[src/rtl/ttc_cfg_arbiter_lite3_pkg.sv]
// ============================================================================
// Module   : ttc_cfg_pkg3
// Brief    : Shared register-index constants, FSM encoding and select decode
//            for the timer-counter-lite configuration arbiter.
// Revision : 1.0 - initial release
// ============================================================================
`default_nettype none

package ttc_cfg_pkg3;

    localparam logic [2:0] TTC_IDX_CLK_CTRL  = 3'd0;
    localparam logic [2:0] TTC_IDX_CNTR_CTRL = 3'd1;
    localparam logic [2:0] TTC_IDX_INTERVAL  = 3'd2;
    localparam logic [2:0] TTC_IDX_MATCH_1   = 3'd3;
    localparam logic [2:0] TTC_IDX_MATCH_2   = 3'd4;
    localparam logic [2:0] TTC_IDX_MATCH_3   = 3'd5;
    localparam logic [2:0] TTC_IDX_INTR_EN   = 3'd6;
    localparam logic [2:0] TTC_IDX_CLR_INT   = 3'd7;

    typedef enum logic [1:0] {
        ST_IDLE  = 2'd0,
        ST_WRITE = 2'd1,
        ST_DONE  = 2'd2
    } ttc_state_t;

    // One strobe per register index; bit 7 is the interrupt clear.
    function automatic logic [7:0] ttc_decode_sel(input logic [2:0] idx);
        ttc_decode_sel = 8'b0000_0001 << idx;
    endfunction

endpackage

`default_nettype wire

[src/rtl/ttc_cfg_arbiter_lite3_if.sv]
// ============================================================================
// Module   : ttc_cfg_arbiter_lite3_if
// Brief    : Requester bundle and timer-counter write/select bus of the
//            configuration arbiter.
// Revision : 1.0 - initial release
// ============================================================================
`default_nettype none

interface ttc_cfg_arbiter_lite3_if #(
    parameter int NUM_REQ = 3,
    parameter int DATA_W  = 16
);
    logic [NUM_REQ-1:0]        req3;
    logic [3*NUM_REQ-1:0]      req_addr3;
    logic [DATA_W*NUM_REQ-1:0] req_data3;
    logic [NUM_REQ-1:0]        ack3;
    logic                      busy3;
    logic [DATA_W-1:0]         pwdata3;
    logic                      clk_ctrl_reg_sel3;
    logic                      cntr_ctrl_reg_sel3;
    logic                      interval_reg_sel3;
    logic                      match_1_reg_sel3;
    logic                      match_2_reg_sel3;
    logic                      match_3_reg_sel3;
    logic                      intr_en_reg_sel3;
    logic                      clear_interrupt3;

    modport master (
        output req3, req_addr3, req_data3,
        input  ack3, busy3, pwdata3,
        input  clk_ctrl_reg_sel3, cntr_ctrl_reg_sel3, interval_reg_sel3,
        input  match_1_reg_sel3, match_2_reg_sel3, match_3_reg_sel3,
        input  intr_en_reg_sel3, clear_interrupt3
    );

    modport slave (
        input  req3, req_addr3, req_data3,
        output ack3, busy3, pwdata3,
        output clk_ctrl_reg_sel3, cntr_ctrl_reg_sel3, interval_reg_sel3,
        output match_1_reg_sel3, match_2_reg_sel3, match_3_reg_sel3,
        output intr_en_reg_sel3, clear_interrupt3
    );
endinterface

`default_nettype wire

[src/rtl/ttc_rr_pick3.sv]
// ============================================================================
// Module   : ttc_rr_pick3
// Brief    : Combinational round-robin picker: lowest requesting index at or
//            above the pointer wins, wrapping.
// Revision : 1.0 - initial release
// ============================================================================
`default_nettype none

module ttc_rr_pick3 #(
    parameter int NUM_REQ = 3,
    parameter int PTR_W   = (NUM_REQ > 1) ? $clog2(NUM_REQ) : 1
) (
    input  wire logic [NUM_REQ-1:0] i_req,
    input  wire logic [PTR_W-1:0]   i_ptr,
    output logic      [NUM_REQ-1:0] o_grant,
    output logic      [PTR_W-1:0]   o_idx
);

    localparam logic [PTR_W:0] c_NUM = NUM_REQ[PTR_W:0];

    logic [2*NUM_REQ-1:0] w_shift;
    logic [NUM_REQ-1:0]   w_rot;
    logic [PTR_W-1:0]     w_off;
    logic [PTR_W:0]       w_sum;

    // Rotating a doubled copy puts the pointer's requester at bit 0.
    assign w_shift = {i_req, i_req} >> i_ptr;

    for (genvar k = 0; k < NUM_REQ; k++) begin : g_rot
        assign w_rot[k] = w_shift[k];
    end

    always_comb begin
        o_grant = '0;
        w_off   = '0;
        w_sum   = '0;
        for (int k = NUM_REQ - 1; k >= 0; k--) begin
            if (w_rot[k]) begin
                w_off = PTR_W'(k);
            end
        end
        w_sum = {1'b0, i_ptr} + {1'b0, w_off};
        if (w_sum >= c_NUM) begin
            w_sum = w_sum - c_NUM;
        end
        o_idx = w_sum[PTR_W-1:0];
        if (|i_req) begin
            o_grant[o_idx] = 1'b1;
        end
    end

endmodule

`default_nettype wire

[src/rtl/ttc_cfg_arbiter_lite3.sv]
// ============================================================================
// Module   : ttc_cfg_arbiter_lite3
// Brief    : Round-robin arbiter sharing one timer-counter-lite write/select
//            port between NUM_REQ configuration requesters.
//            Optional macro TTC_CFG_PRIO_EN: requester 0 gets fixed priority.
// Revision : 1.0 - initial release
// ============================================================================
`default_nettype none

module ttc_cfg_arbiter_lite3
    import ttc_cfg_pkg3::*;
#(
    parameter int NUM_REQ = 3,
    parameter int DATA_W  = 16
) (
    input wire logic               pclk3,
    input wire logic               p_reset3,
    ttc_cfg_arbiter_lite3_if.slave bus
);

    localparam int                 c_PTR_W = (NUM_REQ > 1) ? $clog2(NUM_REQ) : 1;
    localparam logic [NUM_REQ-1:0] c_ONE   = NUM_REQ'(1);
    localparam logic [c_PTR_W-1:0] c_LAST  = c_PTR_W'(NUM_REQ - 1);

    logic [NUM_REQ-1:0] w_req_rr;
    logic [NUM_REQ-1:0] w_pick_grant;
    logic [c_PTR_W-1:0] w_pick_idx;
    logic [c_PTR_W-1:0] w_win;
    logic               w_prio0;
    logic               w_any;
    logic [2:0]         w_addr_arr [NUM_REQ];
    logic [DATA_W-1:0]  w_data_arr [NUM_REQ];

    ttc_state_t         r_state;
    logic [c_PTR_W-1:0] r_rr_ptr;
    logic [c_PTR_W-1:0] r_winner;
    logic               r_prio_grant;
    logic [NUM_REQ-1:0] r_ack;
    logic               r_busy;
    logic [7:0]         r_sel;
    logic [DATA_W-1:0]  r_pwdata;

    for (genvar i = 0; i < NUM_REQ; i++) begin : g_unpack
        assign w_addr_arr[i] = bus.req_addr3[3*i +: 3];
        assign w_data_arr[i] = bus.req_data3[DATA_W*i +: DATA_W];
    end

`ifdef TTC_CFG_PRIO_EN
    // Requester 0 bypasses the rotation; the rest share it.
    assign w_req_rr = {bus.req3[NUM_REQ-1:1], 1'b0};
    assign w_prio0  = bus.req3[0];
`else
    assign w_req_rr = bus.req3;
    assign w_prio0  = 1'b0;
`endif

    ttc_rr_pick3 #(
        .NUM_REQ (NUM_REQ),
        .PTR_W   (c_PTR_W)
    ) u_pick (
        .i_req   (w_req_rr),
        .i_ptr   (r_rr_ptr),
        .o_grant (w_pick_grant),
        .o_idx   (w_pick_idx)
    );

    assign w_any = w_prio0 | (|w_pick_grant);
    assign w_win = w_prio0 ? '0 : w_pick_idx;

    always_ff @(posedge pclk3) begin
        if (p_reset3) begin
            r_state      <= ST_IDLE;
            r_rr_ptr     <= '0;
            r_winner     <= '0;
            r_prio_grant <= 1'b0;
            r_ack        <= '0;
            r_busy       <= 1'b0;
            r_sel        <= '0;
            r_pwdata     <= '0;
        end else begin
            r_ack <= '0;
            r_sel <= '0;
            case (r_state)
                ST_IDLE: begin
                    if (w_any) begin
                        // Address and data are captured here; later changes are ignored.
                        r_winner     <= w_win;
                        r_prio_grant <= w_prio0;
                        r_sel        <= ttc_decode_sel(w_addr_arr[w_win]);
                        r_pwdata     <= w_data_arr[w_win];
                        r_busy       <= 1'b1;
                        r_state      <= ST_WRITE;
                    end
                end
                ST_WRITE: begin
                    r_ack   <= c_ONE << r_winner;
                    r_state <= ST_DONE;
                end
                ST_DONE: begin
                    if (!r_prio_grant) begin
                        r_rr_ptr <= (r_winner == c_LAST) ? '0 : r_winner + 1'b1;
                    end
                    r_busy  <= 1'b0;
                    r_state <= ST_IDLE;
                end
                default: begin
                    r_busy  <= 1'b0;
                    r_state <= ST_IDLE;
                end
            endcase
        end
    end

    assign bus.ack3               = r_ack;
    assign bus.busy3              = r_busy;
    assign bus.pwdata3            = r_pwdata;
    assign bus.clk_ctrl_reg_sel3  = r_sel[TTC_IDX_CLK_CTRL];
    assign bus.cntr_ctrl_reg_sel3 = r_sel[TTC_IDX_CNTR_CTRL];
    assign bus.interval_reg_sel3  = r_sel[TTC_IDX_INTERVAL];
    assign bus.match_1_reg_sel3   = r_sel[TTC_IDX_MATCH_1];
    assign bus.match_2_reg_sel3   = r_sel[TTC_IDX_MATCH_2];
    assign bus.match_3_reg_sel3   = r_sel[TTC_IDX_MATCH_3];
    assign bus.intr_en_reg_sel3   = r_sel[TTC_IDX_INTR_EN];
    assign bus.clear_interrupt3   = r_sel[TTC_IDX_CLR_INT];

endmodule

`default_nettype wire

[src/flat_wrapper.sv]
// flat-port wrapper written by rule: the top's interface ports become plain ports
module ttc_cfg_arbiter_lite3_flat import ttc_cfg_pkg3::*;
#(
    parameter int NUM_REQ = 3,
    parameter int DATA_W  = 16
)
  (pclk3, p_reset3, bus_req3, bus_req_addr3, bus_req_data3, bus_ack3, bus_busy3, bus_pwdata3, bus_clk_ctrl_reg_sel3, bus_cntr_ctrl_reg_sel3, bus_interval_reg_sel3, bus_match_1_reg_sel3, bus_match_2_reg_sel3, bus_match_3_reg_sel3, bus_intr_en_reg_sel3, bus_clear_interrupt3);
  ttc_cfg_arbiter_lite3_if #(.NUM_REQ(NUM_REQ), .DATA_W(DATA_W)) bus_i ();
  input wire logic pclk3;
  input wire logic p_reset3;
  input wire logic [$bits(bus_i.req3)-1:0] bus_req3;
  input wire logic [$bits(bus_i.req_addr3)-1:0] bus_req_addr3;
  input wire logic [$bits(bus_i.req_data3)-1:0] bus_req_data3;
  output wire logic [$bits(bus_i.ack3)-1:0] bus_ack3;
  output wire logic [$bits(bus_i.busy3)-1:0] bus_busy3;
  output wire logic [$bits(bus_i.pwdata3)-1:0] bus_pwdata3;
  output wire logic [$bits(bus_i.clk_ctrl_reg_sel3)-1:0] bus_clk_ctrl_reg_sel3;
  output wire logic [$bits(bus_i.cntr_ctrl_reg_sel3)-1:0] bus_cntr_ctrl_reg_sel3;
  output wire logic [$bits(bus_i.interval_reg_sel3)-1:0] bus_interval_reg_sel3;
  output wire logic [$bits(bus_i.match_1_reg_sel3)-1:0] bus_match_1_reg_sel3;
  output wire logic [$bits(bus_i.match_2_reg_sel3)-1:0] bus_match_2_reg_sel3;
  output wire logic [$bits(bus_i.match_3_reg_sel3)-1:0] bus_match_3_reg_sel3;
  output wire logic [$bits(bus_i.intr_en_reg_sel3)-1:0] bus_intr_en_reg_sel3;
  output wire logic [$bits(bus_i.clear_interrupt3)-1:0] bus_clear_interrupt3;
  assign bus_i.req3 = bus_req3;
  assign bus_i.req_addr3 = bus_req_addr3;
  assign bus_i.req_data3 = bus_req_data3;
  assign bus_ack3 = bus_i.ack3;
  assign bus_busy3 = bus_i.busy3;
  assign bus_pwdata3 = bus_i.pwdata3;
  assign bus_clk_ctrl_reg_sel3 = bus_i.clk_ctrl_reg_sel3;
  assign bus_cntr_ctrl_reg_sel3 = bus_i.cntr_ctrl_reg_sel3;
  assign bus_interval_reg_sel3 = bus_i.interval_reg_sel3;
  assign bus_match_1_reg_sel3 = bus_i.match_1_reg_sel3;
  assign bus_match_2_reg_sel3 = bus_i.match_2_reg_sel3;
  assign bus_match_3_reg_sel3 = bus_i.match_3_reg_sel3;
  assign bus_intr_en_reg_sel3 = bus_i.intr_en_reg_sel3;
  assign bus_clear_interrupt3 = bus_i.clear_interrupt3;
  ttc_cfg_arbiter_lite3 #(.NUM_REQ(NUM_REQ), .DATA_W(DATA_W)) u_core (.pclk3(pclk3), .p_reset3(p_reset3), .bus(bus_i));
endmodule
[config.mk]
export PLATFORM = sky130hd
export DESIGN_NAME = ttc_cfg_arbiter_lite3_flat
export DESIGN_NICKNAME = d
export VERILOG_FILES = /design/src/rtl/ttc_cfg_arbiter_lite3_pkg.sv /design/src/rtl/ttc_cfg_arbiter_lite3_if.sv /design/src/rtl/ttc_rr_pick3.sv /design/src/rtl/ttc_cfg_arbiter_lite3.sv /design/src/flat_wrapper.sv
export SDC_FILE = /design/constraint.sdc
export NUM_CORES = 1
export LEC_CHECK = 0
export ABC_AREA = 1
export CORE_MARGIN = 4
export CORE_UTILIZATION = 43
export CTS_CLUSTER_SIZE = 8
export DETAILED_ROUTE_END_ITERATION = 8
export PLACE_DENSITY = 0.86
export SETUP_SLACK_MARGIN = 0.3
export SLEW_MARGIN = 20
export SYNTH_ARGS = -nofsm -noshare
export SYNTH_HDL_FRONTEND = slang
export SYNTH_SLANG_ARGS = --single-unit
[constraint.sdc]
create_clock -name pclk3 -period 6.6 [get_ports pclk3]
set_input_delay 1.65 -clock pclk3 [delete_from_list [all_inputs] [get_ports pclk3]]
set_output_delay 1.65 -clock pclk3 [all_outputs]
set_load 0.03 [all_outputs]
Yosys cells after proc, flatten, opt, wreduce, memory -nomap -nowiden
Cells that the tools add are included.
{"block": "totals", "reg_bits": 34, "latchBits": 0, "ram_bits": 0, "mem_bits_ro": 0, "inputBits": 62, "out_inout_bits": 28, "memories": 0}
{"block": "op_classes", "add_sub_neg": 3, "mul": 0, "div_mod_pow": 0, "magnitude_cmp": 4, "eq_ne": 4, "shifts": 3, "muxes": 18, "bitwise": 4, "reduce_logical": 8}
{"operator": "$bmux W16 S2", "count": 1}
{"operator": "$mux W16", "count": 2}
{"operator": "$mux W2", "count": 6}
{"operator": "$mux W3", "count": 3}
{"operator": "$reduce_or A3 Y1", "count": 3}
{"operator": "$shl A1 B3 Y8 const A", "count": 1}
{"operator": "$bmux W3 S2", "count": 1}
{"operator": "$shr A6 B2 Y3", "count": 1}
{"operator": "$eq A2 B2 Y1 const B", "count": 2}
{"operator": "$pmux W2 S2", "count": 1}
{"operator": "$reduce_and A2 Y1", "count": 2}
{"operator": "$add A2 B2 Y3", "count": 1}
{"operator": "$ge A3 B2 Y1 const B", "count": 1}
{"operator": "$ge A3 B3 Y1 const B", "count": 1}
{"operator": "$lt A2 B3 Y1 const B", "count": 1}
{"operator": "$not A1 Y1", "count": 3}
{"operator": "$not A2 Y3", "count": 1}
{"operator": "$shl A1 B2 Y3 const A", "count": 1}
{"operator": "$add A2 B1 Y2 const B", "count": 1}
{"operator": "$demux W1 S2", "count": 1}
{"operator": "$eq A2 B1 Y1 const B", "count": 1}
{"operator": "$ge A2 B1 Y1 const B", "count": 1}
{"operator": "$logic_not A2 Y1", "count": 1}
{"operator": "$mux W1", "count": 2}
{"operator": "5 further kinds", "count": 5}

Logic depth before layout (Yosys ltp)
Gate-level depths: netlist of the first run.
{"block": "depth", "word_depth": 15, "ltp_mapped": 20}

Hierarchy
A second synthesis of the first run with hierarchy kept.
{"block": "hier_totals", "hier_cells": 364, "hier_area_um2": 2109.5}
{"module": "ttc_cfg_arbiter_lite3", "n_inst": 1, "cells_each": 315, "area_each_um2": 1860.5, "seq_area_each_um2": 680.7}
{"module": "ttc_rr_pick3", "n_inst": 1, "cells_each": 49, "area_each_um2": 249.0, "seq_area_each_um2": 0.0}

Worst setup path after synthesis of the first run
No wires, ideal clock.
{"block": "synth_timing", "kind": "in2reg", "startpoint": "input bus_req3[1]", "endpoint": "register u_core.r_pwdata[0], in the netlist u_core.bus.pwdata3[0]", "arrival_time_ns": 3.969, "path_slack_ns": 2.510, "path_stages": 16, "n_path_buf": 1, "cell_sequence": "inv_1 > o21ai_0 > nand2_1 > a22oi_1 > ha_1 > inv_1 > fa_1 > inv_1 > ha_1 > inv_2 > nand3_1 > nand2_1 > nand2_1 > buf_4 > o21ai_0 > a21oi_1"}
{"block": "synth_via", "elab_chain_len": 14, "elab_cells_between_ends": 21, "cone_classes": "add/sub: 2; order compare: 3; shift: 1; mux: 10; bitwise: 1; reduce/logical: 4"}
{"item": "from (decl)", "line": "flat_wrapper.sv:11", "text": "input wire logic [$bits(bus_i.req3)-1:0] bus_req3;"}
{"item": "$shr A6 B2 Y3", "line": "ttc_rr_pick3.sv:27", "text": "assign w_shift = {i_req, i_req} >> i_ptr;"}
{"item": "$mux W2 (3 in a row)", "line": "ttc_rr_pick3.sv:38", "text": "if (w_rot[k]) begin"}
{"item": "$add A2 B2 Y3", "line": "ttc_rr_pick3.sv:42", "text": "w_sum = {1'b0, i_ptr} + {1'b0, w_off};"}
{"item": "$ge A3 B2 Y1 or $sub A2 B2 Y2 (tied branches)", "line": "ttc_rr_pick3.sv:43, ttc_rr_pick3.sv:44"}
{"item": "$mux W2", "line": "ttc_rr_pick3.sv:43", "text": "if (w_sum >= c_NUM) begin"}
{"item": "$lt A2 B3 Y1 (implied by the code) or $ge A2 B1 Y1 (tied branches)", "line": "ttc_rr_pick3.sv:48", "text": "o_grant[o_idx] = 1'b1;"}
{"item": "$logic_and A1 B1 Y1 (implied by the code)", "line": "ttc_rr_pick3.sv:48"}
{"item": "$mux W1 (implied by the code)", "line": "ttc_rr_pick3.sv:48"}
{"item": "$demux W1 S2", "line": "ttc_rr_pick3.sv:48"}
{"item": "$mux W3", "line": "ttc_rr_pick3.sv:47", "text": "if (|i_req) begin"}
{"item": "$reduce_or A3 Y1", "line": "ttc_cfg_arbiter_lite3.sv:67", "text": "assign w_any = w_prio0 | (|w_pick_grant);"}
{"item": "$reduce_and A2 Y1 (no source line)"}
{"item": "to (signal assigned)", "line": "ttc_cfg_arbiter_lite3.sv:90", "text": "r_pwdata <= w_data_arr[w_win];"}
{"item": "to (decl)", "line": "ttc_cfg_arbiter_lite3.sv:41", "text": "logic [DATA_W-1:0] r_pwdata;"}
Several ways; a longest one is shown, not always the timed one. The select of a mux whose other input is x is not followed.
A chain may end at the register's enable or synchronous reset.

Final worst setup path of the first run
{"block": "layout_timing", "startpoint": "input bus_req3[1]", "endpoint": "register u_core.r_pwdata[8], in the netlist u_core.bus.pwdata3[8]"}
The elaborated chain is that of the path after synthesis.

==> results of run 1 <==
==> synth_stat cells (all sizes together) <==
cell and number:
a21oi 23, a22oi 1, buf 7, clkbuf 3
dfxtp 34, fa 1, ha 2, inv 42
nand2 51, nand3 9, nand4 2, nor2 15
nor3 1, o211ai 17, o21ai 38, o21bai 1
==> area by class of cell <==
cell class	instances	area share, %
Inverter	42	5.76
Multi-Input combinational cell	161	30.7
Sequential cell	34	24.9
Clock buffer	7	2.79
Clock inverter	1	1.10
Timing Repair Buffer	89	32.6
Tap cell	48	2.19
==> routing by layer <==
metal | track usage [%] | vias to the layer above | routed length (um)
met3 | 7.15 | 5 | 453
met1 | 20.9 | 835 | 1960
met4 | 6.26 | 0 | 70
met5 | 0 | - | 0
met2 | 32.7 | 70 | 2280
li1 | - | 980 | -
==> report_power, final <==
part	total (W)	switching, W	internal [W]
Sequential	0.000259	0.0000186	0.000241
Combinational	0.000364	0.000217	0.000147
Clock	0.000188	0.0000755	0.000113
==> through the flow <==
| stage | worst slack (ns) | utilization [%] | total power [W] | instance area (sq um) |
|---|---|---|---|---|
| floorplan | 2.51 | - | 0.000506 | 1740 |
| global placement | 1.52 | 69.2 | 0.000620 | 2630 |
| detailed placement | 1.41 | 69.2 | 0.000626 | 2630 |
| CTS | 1.71 | 72.0 | 0.000814 | 2740 |
| global route | 1.28 | 72.0 | 0.000868 | 2740 |
| finish | 1.68 | 72.0 | 0.000812 | 2740 |
==> placed cells by master (no fill, tap or decap), drive strengths merged <==
cell type | synthesis | routed
ha | 2 | 2
inv | 42 | 42
clkbuf | 3 | 7
nand4 | 2 | 2
bufinv | 0 | 1
o21ai | 38 | 38
dfxtp | 34 | 34
o211ai | 17 | 17
a21oi | 23 | 23
nor3 | 1 | 1
a22oi | 1 | 1
nand2 | 51 | 51
o21bai | 1 | 1
nand3 | 9 | 9
clkdlybuf4s50 | 0 | 89
nor2 | 15 | 15
fa | 1 | 1
==> cell families after synthesis <==
| family | synth area share, % |
|---|---|
| simple gates | 19.1 |
| compound gates | 26.5 |
| fa+ha+maj | 2.58 |
| buf+inv | 12.8 |
| flops | 39.0 |
==> worst register-to-register path: cells and delay by family (launching register included) <==
kind / cells / cell delay, ns
AO/OA/AOI/OAI: 4 / 0.81
buffers and inverters: 3 / 0.21
AND/OR/NAND/NOR: 5 / 1.01
adder cells (fa/ha/maj): 3 / 0.98
flip-flops: 1 / 0.38
==> registers in the layout, indices dropped and copies added (netlist names) <==
signal,count
u_core.r_state,2
u_core.r_sel,8
u_core.bus.ack3,3
u_core.bus.busy3,1
u_core.r_rr_ptr,2
u_core.bus.pwdata3,16
u_core.r_winner,2
==> path summary, 6_finish.rpt <==
kind              depth (start not counted)               start                    end
setup / recovery                         17         bus_req3[1]  u_core.bus.pwdata3[8]
hold / removal                            1  u_core.r_winner[0]     u_core.bus.ack3[2]
setup reg to reg                         15  u_core.r_rr_ptr[0]  u_core.bus.pwdata3[8]
hold reg to reg                           1  u_core.r_winner[0]     u_core.bus.ack3[2]
==> flow_summary.json, run 1 <==
{
  "grt_max_degree": 37,
  "design.die.area_sq_mm": 0.00514,
  "yosys_warnings": 0,
  "path_buf_inv": 5,
  "period_minus_slack_ns": 4.92,
  "ys_seq_area_share_pct": 39.0,
  "clockBufferDepth": 2,
  "multi_input_area_sq_um": 841,
  "holdWs_ns": 0.460,
  "cts-root-buf": "clkbuf_8",
  "finalSetupViolations": 0,
  "hpwl_mm": 3.58,
  "tightest_slew_ns": 0.562,
  "synth_top_area_share_pct": 39.0,
  "htreeDepth": 2,
  "cpMaxStageDelayCell": "fa_1",
  "tns_ns": 0,
  "path_delay_family": "simple AND/OR/NAND/NOR gates",
  "worstPathArrival_ns": 5.13,
  "r2r_slack_ns": 3.15,
  "post_cts_buffers": 0,
  "syn_inst": 247,
  "dr_total_vias": 1890,
  "routabilityCongestion": 0.839,
  "post_drt_wl_per_cell_um": 12.5,
  "io_buffers": 89,
  "slew_viol_final": 0,
  "syn-num-nets": 312,
  "max_slew_margin_pct": 62.5,
  "crit_chain": "clkdlybuf4s50_1 -> inv_1 -> o21ai_0 -> nand2_1 -> a22oi_1 -> ha_1 -> inv_1 -> fa_1 -> inv_1 -> ha_1 -> inv_2 -> nand3_1 -> nand2_1 -> nand2_2 -> nand2_1 -> o21ai_0 -> a21oi_1",
  "io_pins": 90,
  "cts_hold_buf": 0,
  "cts_tree": "yes",
  "crit_type": "in -> reg",
  "skew_ns": 0.00440,
  "dp.cells": 374,
  "nets": 398,
  "syn-cell-area_sq_mm": 0.00174,
  "clock-sinks": 34,
  "cpPeakStageDelay_ns": 0.58,
  "synth_top_area_cell": "dfxtp_1",
  "drc": 0,
  "fin_cells": 382,
  "seq_area_sq_um": 681,
  "required_ns": 6.82,
  "rsz0062_at_grt": "false",
  "cts_resized": 0,
  "die_h_um": 71.7,
  "run_status": "finished clean",
  "grt_usage_pct": 18.8,
  "drive_gt1_share_pct": 4.79,
  "min-delay-path-class": "reg -> reg",
  "drv_cap": 0,
  "start_util_pct": 45.9,
  "viasPerCell": 4.95,
  "crit_path_start_kind": "input port",
  "cts_buffers": 5,
  "p_leak_nw": 1.17,
  "grt_first_pass_wirelength_mm": 7.69,
  "clock_latency_ns": 0.29,
  "hold_viol": 0,
  "ir_drop_v": 0.000156,
  "fillers": 315,
  "ys_ff_latch": 34,
  "period_share_pct": 74.5,
  "drtIter0Drc": 102,
  "die_w_um": 71.7,
  "avgSynthCellArea_sq_um": 7.06,
  "grt_pass1_vias": 1742,
  "rows": 22,
  "areaGrowthSynthToFinish_pct": 56.9,
  "core-area_sq_mm": 0.00380,
  "cts.clk_slew.worst_paths_ns": 0.07,
  "synth_area_leaders": "dfxtp_1 39%, o21ai_0 11%, nand2_1 10%, inv_1 8.6%, o211ai_1 7.3%",
  "n_antenna_cell": 0,
  "antenna_left": 0,
  "critPathMaxFanout": 21,
  "drt_wl_total_mm": 4.76,
  "max_clock_freq_mhz": 203,
  "first_pass_iters": 4,
  "ys_types": 25,
  "globalRouteOverflowTotal": 0,
  "cellPowerDensity_mw_per_mm2": 297,
  "antenna_found_initial": 0,
  "endpoint_kind": "flop"
}
Power figures use the tool's default switching activity.
==> run 2: changes to the inputs <==
CORE_UTILIZATION = 36   (was 43)
PLACE_DENSITY = 0.77   (was 0.86)
clock period = 4 ns   (was 6.6 ns; I/O delays follow)
==> run 2 against run 1 <==
Effect of this change:
- global-route usage fell by 3.1 points
- wire length rose by 9.4%
- clock-buffer cell count did not move
- final area rose by 9.8%
- sequential power rose by 64%
- clock power rose by 36%
- combinational power rose by 110%
- register-to-register slack got worse by 2.1 ns
- critical path depth rose by 3
- first-iteration DRC count fell by 48%
- non-clock buffer count rose by 13
- setup slack got worse by 1.3 ns
- critical path type unchanged
- largest power group unchanged
==> flow_summary.json, run 2 (synthesized netlist as in run 1, its figures left out) <==
{
  "drive_gt1_share_pct": 13.8,
  "n_antenna_cell": 0,
  "path_buf_inv": 7,
  "path_delay_family": "buffers and inverters",
  "slew_viol_final": 0,
  "r2r_slack_ns": 1.06,
  "grt_usage_pct": 15.7,
  "clock-sinks": 34,
  "die_h_um": 77.6,
  "hold_viol": 0,
  "cpMostUsedCell": "nand2_1",
  "period_minus_slack_ns": 3.62,
  "p_comb_share_pct": 53.0,
  "cts.clk_slew.worst_paths_ns": 0.07,
  "p_seq_share_pct": 29.4,
  "cts_tree": "yes",
  "drt_wl_total_mm": 5.21,
  "viasPerCell": 4.63,
  "cts-root-buf": "clkbuf_8",
  "grt_max_degree": 27,
  "dpl_cell_area_sq_mm": 0.00274,
  "final_cell_mix": "89 x clkdlybuf4s50_1, 42 x nand2_1, 37 x inv_1, 34 x dfxtp_1",
  "rsz0062_at_grt": "false",
  "holdWs_ns": 0.460,
  "holdCritStartpoint": "u_core.r_winner[0]",
  "cpPeakStageDelay_ns": 0.53,
  "run_status": "finished clean",
  "dr_total_vias": 1923,
  "crit_type": "in -> reg",
  "whs_path_depth": 1,
  "io_pins": 90,
  "finalSetupViolations": 0,
  "worstPathArrival_ns": 3.79,
  "min_to": "u_core.bus.ack3[2]",
  "clockPowerShare_pct": 17.6,
  "htreeDepth": 2,
  "p_leak_nw": 1.27,
  "crit_chain": "clkdlybuf4s50_1 -> nand2_1 -> o21ai_2 -> nand2_1 -> a22oi_2 -> ha_2 -> inv_1 -> fa_1 -> inv_2 -> ha_4 -> inv_2 -> nand4_1 -> buf_6 -> buf_4 -> nand3_1 -> nand3_1 -> nand2_2 -> inv_1 -> nand2_1 -> nor2_1",
  "antenna_found_initial": 0,
  "drtIter0Drc": 53,
  "cpMaxStageDelayCell": "clkdlybuf4s50_1",
  "grt_pass1_vias": 1756,
  "antenna_left": 0,
  "fin_area_sq_mm": 0.00300,
  "clockBufferDepth": 2,
  "cts_buffers": 5,
  "r2r_end": "u_core.r_sel[1]",
  "hpwl_mm": 3.58,
  "max_slew_margin_pct": 60.0,
  "cellPowerDensity_mw_per_mm2": 482,
  "design.die.area_sq_mm": 0.00602,
  "areaGrowthSynthToFinish_pct": 72.2,
  "fillers": 416,
  "globalRouteOverflowTotal": 0,
  "power.internal_w": 0.000884,
  "first_pass_iters": 4,
  "required_ns": 4.17,
  "clock_latency_ns": 0.28,
  "skew_ns": 0.00480,
  "swShare_pct": 38.9,
  "rows": 25,
  "critPathMaxFanout": 4,
  "grt_first_pass_wirelength_mm": 7.71,
  "drc": 0,
  "drv_cap": 0,
  "final_common_cell": "clkdlybuf4s50_1",
  "routabilityCongestion": 0.791,
  "start_util_pct": 36.9,
  "tightest_slew_ns": 0.599,
  "timing.rr.start": "u_core.r_rr_ptr[0]",
  "ir_drop_v": 0.000206,
  "die_w_um": 77.6,
  "period_share_pct": 90.4,
  "core-area_sq_mm": 0.00472,
  "nets": 412,
  "endpoint_kind": "flop",
  "crit_path_start_kind": "input port",
  "min-delay-path-class": "reg -> reg",
  "reg2reg_depth": 19,
  "io_buffers": 89,
  "p_switching_w": 0.000563,
  "post_drt_wl_per_cell_um": 12.5,
  "max_clock_freq_mhz": 276,
  "largest_reg_flops": 16
}
run 2: changes by cell type in the layout (fill, tap and decap cells not counted), sizes merged:
cell	previous run	this run
inv	42	41
buf	0	11
clkinv	0	2
nand2	51	52
bufinv	1	0
clkbuf	7	9
run 2: through the flow:
step           TNS, ns  setup WS (ns)  total power (W)  util [%]  cells
6_report             0          0.383          0.00145      63.6    415
5_1_grt              0          0.233          0.00154      63.6    415
4_1_cts              0          0.309          0.00135      60.0    409
3_5_place_dp    -0.286        -0.0398          0.00109      58.0    401
3_3_place_gp         0         0.0524          0.00108      58.0    401
2_1_floorplan        0          0.560         0.000835         -    247
run 2: final cells by class:
class | instances | area [sq um] | share of cell area (%)
timing repair buffer | 102 | 1070 | 35.5
multi-input combinational | 162 | 918 | 30.6
sequential | 34 | 681 | 22.7
inverter | 42 | 163 | 5.41
clock buffer | 7 | 86.3 | 2.87
tap | 67 | 83.8 | 2.79
clock inverter | 1 | 5.00 | 0.167
run 2: what timing repair did:
| action | 4_1_cts | 5_1_grt |
|---|---|---|
| resized for setup | 4 | 41 |
| buffers inserted | 0 | 2 |
| gates cloned | 0 | 4 |
| setup endpoints to repair | 25 | 26 |
| hold buffers | 0 | 0 |
| pin swaps | 0 | 6 |
run 2: per-layer routing:
layer	wire length, um	vias to the layer above	share of wire [%]	GRT usage (%)
li1	-	1008	-	-
met1	2270	849	44	17.9
met2	2530	62	49	27.3
met3	368	4	7.1	5.80
met4	38	0	0.73	4.09
met5	0	-	0	0
run 2: worst max-delay path by stage:
stage | slack [ns] | from | end | cells past startpoint
floorplan | 0.56 | bus_req3[1] | u_core.bus.pwdata3[0] | 16
global placement | 0.05 | bus_req3[0] | u_core.r_sel[3] | 16
detailed placement | -0.04 | bus_req3[0] | u_core.r_sel[1] | 19
CTS | 0.31 | bus_req3[1] | u_core.bus.pwdata3[6] | 18
global route | 0.23 | bus_req3[1] | u_core.r_sel[5] | 21
finish | 0.38 | bus_req3[2] | u_core.r_sel[1] | 20
run 2: power groups by stage:
stage	clock (W)	combinational, W	sequential [W]
2_1_floorplan	0	0.000305	0.000530
3_3_place_gp	0	0.000652	0.000428
3_5_place_dp	0	0.000659	0.000430
4_1_cts	0.000263	0.000665	0.000424
5_1_grt	0.000277	0.000835	0.000432
6_report	0.000255	0.000767	0.000425
